`src/rtl/fir_decimator_pkg.sv`:
```
// Shared types and width helpers for the fir_decimator integrate-and-dump stage.
package fir_decimator_pkg;

  typedef enum logic {S_SKIP, S_ACCUM} state_t;

  // A full frame of D samples needs DEC_LOG2 extra bits of headroom.
  function automatic int acc_w(int bw_in, int dec_log2);
    return bw_in + dec_log2;
  endfunction

  function automatic int scale_sh(int bw_in, int bw_out, int dec_log2);
    return dec_log2 + bw_in - bw_out;
  endfunction

  function automatic int skip_w(int skip);
    return (skip > 0) ? $clog2(skip + 1) : 1;
  endfunction

endpackage

```
`src/rtl/fir_dec_scale.sv`:
```
// Combinational scaling of a full frame sum to the output width.
// Define FIR_DECIMATOR_ROUND_EN for round-half-up with positive saturation.
module fir_dec_scale
  import fir_decimator_pkg::*;
#(
  parameter int BW_in    = 8,
  parameter int BW_out   = 8,
  parameter int DEC_LOG2 = 2
) (
  input  logic signed [acc_w(BW_in, DEC_LOG2)-1:0] sum,
  output logic signed [BW_out-1:0]                 y
);

  localparam int ACC_W = acc_w(BW_in, DEC_LOG2);
  localparam int SH    = scale_sh(BW_in, BW_out, DEC_LOG2);

`ifdef FIR_DECIMATOR_ROUND_EN
  localparam int RND_I = (SH > 0) ? (1 << ((SH > 0) ? SH - 1 : 0)) : 0;
  localparam logic signed [ACC_W:0] RND_TERM = (ACC_W+1)'(RND_I);
  localparam logic signed [ACC_W:0] MAX_OUT  = (ACC_W+1)'((1 << (BW_out - 1)) - 1);

  logic signed [ACC_W:0] t;

  // The rounding term can only push a value upward, so only the positive limit needs a clamp.
  always_comb begin
    t = ((ACC_W+1)'(sum) + RND_TERM) >>> SH;
    y = (t > MAX_OUT) ? BW_out'(MAX_OUT) : BW_out'(t);
  end
`else
  always_comb begin
    y = BW_out'(sum >>> SH);
  end
`endif

endmodule

```
`src/rtl/fir_decimator.sv`:
```
// Integrate-and-dump decimator: drops SKIP warm-up samples, then averages frames of D samples.
// Rounding/saturation is selected in fir_dec_scale via FIR_DECIMATOR_ROUND_EN.
module fir_decimator
  import fir_decimator_pkg::*;
#(
  parameter int BW_in    = 8,
  parameter int BW_out   = 8,
  parameter int DEC_LOG2 = 2,
  parameter int SKIP     = 4
) (
  input  logic                     clk,
  input  logic                     rst,
  input  logic signed [BW_in-1:0]  x_in,
  input  logic                     in_valid,
  input  logic                     restart,
  output logic signed [BW_out-1:0] y_out,
  output logic                     out_valid,
  output logic [DEC_LOG2-1:0]      phase
);

  localparam int ACC_W  = acc_w(BW_in, DEC_LOG2);
  localparam int SKIP_W = skip_w(SKIP);

  state_t                   state;
  logic [SKIP_W-1:0]        skip_cnt;
  logic signed [ACC_W-1:0]  acc;
  logic signed [ACC_W-1:0]  x_ext;
  logic signed [ACC_W-1:0]  sum_next;
  logic signed [BW_out-1:0] scaled;

  assign x_ext    = ACC_W'(x_in);
  assign sum_next = acc + x_ext;

  fir_dec_scale #(
    .BW_in    (BW_in),
    .BW_out   (BW_out),
    .DEC_LOG2 (DEC_LOG2)
  ) u_scale (
    .sum (sum_next),
    .y   (scaled)
  );

  // NOTE: all state uses non-blocking assignments so every branch reads pre-edge values.
  always_ff @(posedge clk) begin
    if (rst) begin
      state     <= (SKIP == 0) ? S_ACCUM : S_SKIP;
      skip_cnt  <= '0;
      acc       <= '0;
      phase     <= '0;
      y_out     <= '0;
      out_valid <= 1'b0;
    end else begin
      out_valid <= 1'b0;
      case (state)
        S_SKIP: begin
          if (in_valid) begin
            skip_cnt <= skip_cnt + SKIP_W'(1);
            if (skip_cnt == SKIP_W'(SKIP - 1)) state <= S_ACCUM;
          end
        end
        S_ACCUM: begin
          // restart wins over frame completion: the partial frame is never emitted.
          if (restart) begin
            acc   <= in_valid ? x_ext : '0;
            phase <= in_valid ? DEC_LOG2'(1) : '0;
          end else if (in_valid) begin
            if (&phase) begin
              y_out     <= scaled;
              out_valid <= 1'b1;
              acc       <= '0;
              phase     <= '0;
            end else begin
              acc   <= sum_next;
              phase <= phase + DEC_LOG2'(1);
            end
          end
        end
        default: state <= S_SKIP;
      endcase
    end
  end

endmodule

```
`config.mk`:
```
export PLATFORM = sky130hd
export DESIGN_NAME = fir_decimator
export DESIGN_NICKNAME = d
export VERILOG_FILES = /design/src/rtl/fir_decimator_pkg.sv /design/src/rtl/fir_dec_scale.sv /design/src/rtl/fir_decimator.sv
export SDC_FILE = /design/constraint.sdc
export NUM_CORES = 1
export LEC_CHECK = 0
export CAP_MARGIN = 40
export CORE_UTILIZATION = 48
export DETAILED_ROUTE_END_ITERATION = 10
export PLACE_DENSITY = 0.86
export SLEW_MARGIN = 5
export SYNTH_ARGS = -nofsm -noshare
export SYNTH_HDL_FRONTEND = slang
export SYNTH_SLANG_ARGS = --single-unit
```
`constraint.sdc`:
```
create_clock -name clk -period 2.2 [get_ports clk]
set_input_delay 0.55 -clock clk [delete_from_list [all_inputs] [get_ports clk]]
set_output_delay 0.55 -clock clk [all_outputs]
set_load 0.02 [all_outputs]
```
---- After elaboration in Yosys (flattened, before gate mapping) ----
Index checks and enable logic that the tools add are counted.
operators by class
  muxes and demuxes ....................... 12
  eq/ne operators ......................... 1
  bitwise operators ....................... 3
  add/subtract/negate cells ............... 3
  reductions and logical operators ........ 6
operator list
  operator                                                               count
  10-bit two-way mux                                                     4
  10-bit by 8-bit adder with 10-bit output                               1
  2-bit two-way mux                                                      3
  2-bit AND reduction                                                    3
  1-bit two-way mux                                                      5
  5-bit AND reduction                                                    1
  4-bit OR reduction                                                     1
  3-bit by 1-bit adder with 3-bit output, second input constant          1
  3-bit by 2-bit equality test with 1-bit output, second input constant  1
  1-bit inverter                                                         3
  2-bit by 1-bit adder with 2-bit output, second input constant          1
  2-bit nonzero test                                                     1
word-level totals
  logic and storage cells ................. 31
  flip-flop bits (word level) ............. 25

---- Logic depth before layout (Yosys ltp) ----
  word-level depth ........................ 4
  gate-level depth with buffers ........... 8

---- Cells and area by module ----
A second synthesis with hierarchy kept.
second synthesis, totals
  cells, all modules ...................... 206
  area total of the unflattened synthesis .. 1666.6 sq um
modules (own cells, without submodules)
  module         instances  area each (sq um)  cells an instance
  fir_decimator  1          1606.5             198
  fir_dec_scale  1          60.1               8

---- Worst setup path before layout ----
No wires, ideal clock.
  path type ............................... input port to flip-flop
  start point ............................. in x_in[0]
  end point ............................... reg acc[8]
  stages .................................. 8
  arrival time ............................ 2.065 ns
  buffers on the path ..................... 0
  setup time .............................. 0.058 ns
  required time ........................... 2.142 ns
  slack ................................... 0.076 ns
  cell sequence ........................... ha_1 -> inv_1 -> fa_1 -> nor2b_1 -> o31a_2 -> o2111ai_1 -> a2111oi_1 -> a211o_1
between the ends
  word-level cells in the longest chain between the ends .. 4
ends and longest elaborated chain
  what                                      line                 text
  start, declared                           fir_decimator.sv:13  input logic signed [BW_in-1:0] x_in,
  10-bit by 8-bit adder with 10-bit output  fir_decimator.sv:32  assign sum_next = acc + x_ext;
  10-bit two-way mux                        fir_decimator.sv:67  if (&phase) begin
  10-bit two-way mux                        fir_decimator.sv:66  end else if (in_valid) begin
  10-bit two-way mux                        fir_decimator.sv:63  if (restart) begin
  end signal, assigned                      fir_decimator.sv:64  acc <= in_valid ? x_ext : '0;
  end signal, assigned                      fir_decimator.sv:73  acc <= sum_next;
  end, declared                             fir_decimator.sv:26  logic signed [ACC_W-1:0] acc;
No other way between the ends. The select of a mux whose other input is x is not followed.
A chain may end at the register's enable or synchronous reset.

---- Worst setup path after layout ----
  start point ............................. in x_in[0]
  end point ............................... reg acc[6]
Same word-level chain as after synthesis.

==> reports/metrics.yaml <==
status: "finished, final reports clean"
slew_violations: 0
via_per_inst: 5.89
timing.final.crit_share: 0.961
ys_types: 54
hold_violations: 0
hp-start: "y_out[4]"
p_sw_frac: 0.272
reg2reg_from: "acc[0]"
h-tree-depth: 1
grt_pass1_vias: 1708
place_inst: 273
seq_area_um2: 500
crit_required_ps: 2430
ys.flop_type: "dfxtp_1"
seqPwrFrac: 0.549
stdcell_count: 279
overflow: 0
rrSetupSlack_ps: 210
area_growth_pct: 37.3
r2r-end: "acc[8]"
setup_viol: 0
critPathKind: "input port to flip-flop"
fin_crit_ps: 2110
slew_headroom: 0.772
die_x_um: 58.8
syn_nets: 205
clkPwrFrac: 0.245
drive_gt1_frac: 0.243
io_buffers: 22
nFillCells: 245
multiInputGateArea_mm2: 0.00103
yosys_warnings: 0
antenna_cells: 0
wl_um: 4290
clock-root-buffer: "clkbuf_4"
p_comb_frac: 0.205
ios: 23
ys_seq_area_frac: 0.323
power_switching_mw: 0.232
drt-pass1-iter-count: 4
hold_end: "y_out[4]"
tritoncts: "yes"
drcViolationCount: 0
min_path_type: "flip-flop to flip-flop"
worstSkewPairLatency_ps: 330
skew_ps: 2.61
place.gp.congestion: 0.889
power.leakage_nw: 0.899
grt_max_degree: 14
synth-edff-count: 0
final_area_mm2: 0.00213
grt.total_usage: 0.281
core_area_mm2: 0.00305
min_path_cells: 2
avgSynthCellArea_um2: 8.61
detail_route.iter0.violations: 65
start_util: 0.507
synthesis.area_mm2: 0.00155
placed_area_mm2: 0.00203
clk_pin_slew_ps: 130
dieArea_mm2: 0.00346
mostFrequentLayoutCells: "buf_4, nor2_1, dfxtp_1, clkdlybuf4s50_1, nand2_1"
grt_pass1_wl_um: 7320
antenna_found_initial: 0
rsz0062_at_grt: "false"
reg2regPathDepth: 8
numCtsBuffers: 3
tns_ps: 0
fmaxAchievable_ghz: 0.473
dp_hpwl_um: 3190
die_height_um: 58.8
ys_ff_latch: 25
ir_drop_mv: 0.334
wl_per_cell_um: 15.4
tightest_slew_ps: 340
cts.path.max_buffers: 2
vias: 1643
antenna_left: 0
worstPathArrival_ps: 2340
cp-end-kind: "flip-flop"
startpoint_type: "input port"
power_density_mw_per_mm2: 400
cap_violations: 0
num_rows: 20
nNetsFinal: 261
syn_inst: 180
power.internal_mw: 0.620
final_common_cell: "buf_4"
clock_sinks: 25
synthArstFlopShare: 0
cp_max_fo: 3
## sequential cells by signal (all words and copies together), names as in the netlist
name / count
acc: 10
out_valid: 1
phase: 2
skip_cnt: 3
state: 1
y_out: 8
## critical path: stages
cell and delay [ps]:
dlygate4sd2_1 260, ha_2 190, inv_1 70, fa_2 220, nor2b_2 50, o31a_2 360, buf_4 160, o21ai_0 130
nor3b_2 250, o22ai_1 100
## final cells by class
class,count,area share
multi-input cells,142,0.485
flip-flops and latches,25,0.235
repair buffers,59,0.232
well taps,44,0.0259
clock buffers,4,0.0124
inverters,5,0.00882
## worst max path at each step
| stage | to | from | slack, ps |
|---|---|---|---|
| final | acc[6] | x_in[0] | 90 |
| after global routing | acc[6] | x_in[3] | 10 |
| after CTS | acc[6] | x_in[0] | 120 |
| after detailed placement | acc[6] | x_in[0] | -560 |
| after global placement | acc[8] | x_in[0] | -410 |
| after floorplan | acc[8] | x_in[0] | 80 |
## logic make-up after synthesis
logic type / synth area share
mux: 0.0258
buf+inv: 0.0517
simple gates: 0.223
compound gates: 0.238
fa+ha+maj: 0.110
flops: 0.323
xor+xnor: 0.0283
## Yosys cell counts (all sizes together), types with 5 or more instances
library cell	n	area share
dfxtp	25	0.32
ha	12	0.097
o21ai	7	0.023
nor3	9	0.029
a21oi	11	0.036
nor2	26	0.065
inv	5	0.012
nand2	11	0.027
buf	5	0.032
## power groups by stage
| stage | Sequential [mW] | Clock (mW) | Combinational (mW) |
|---|---|---|---|
| floorplan | 0.476 | 0 | 0.0860 |
| global placement | 0.477 | 0 | 0.158 |
| detailed placement | 0.477 | 0 | 0.163 |
| CTS | 0.468 | 0.216 | 0.169 |
| global route | 0.469 | 0.227 | 0.191 |
| finish | 0.468 | 0.209 | 0.175 |
## metrics by stage
step	setup slack, ps	hold slack (ps)	power (mW)	util
floorplan	76.2	465	0.562	-
detailed placement	-562	484	0.641	0.664
global placement	-409	476	0.635	0.664
finish	86.5	504	0.851	0.697
CTS	122	506	0.853	0.693
global route	9.75	536	0.886	0.697
## layer usage
metal | global-route usage | routed length (µm)
met3 | 0.0374 | 176
met4 | 0.221 | 229
met1 | 0.317 | 1760
met5 | 0 | 0
met2 | 0.474 | 2120
## repair_timing
action,CTS,global route
gates resized for setup,12,3
buffers inserted,2,0
endpoints found under the setup margin,8,3
hold buffers,0,0
gates cloned,0,0
pin swaps,5,1
No activity file was read; power rests on OpenSTA's default activity.
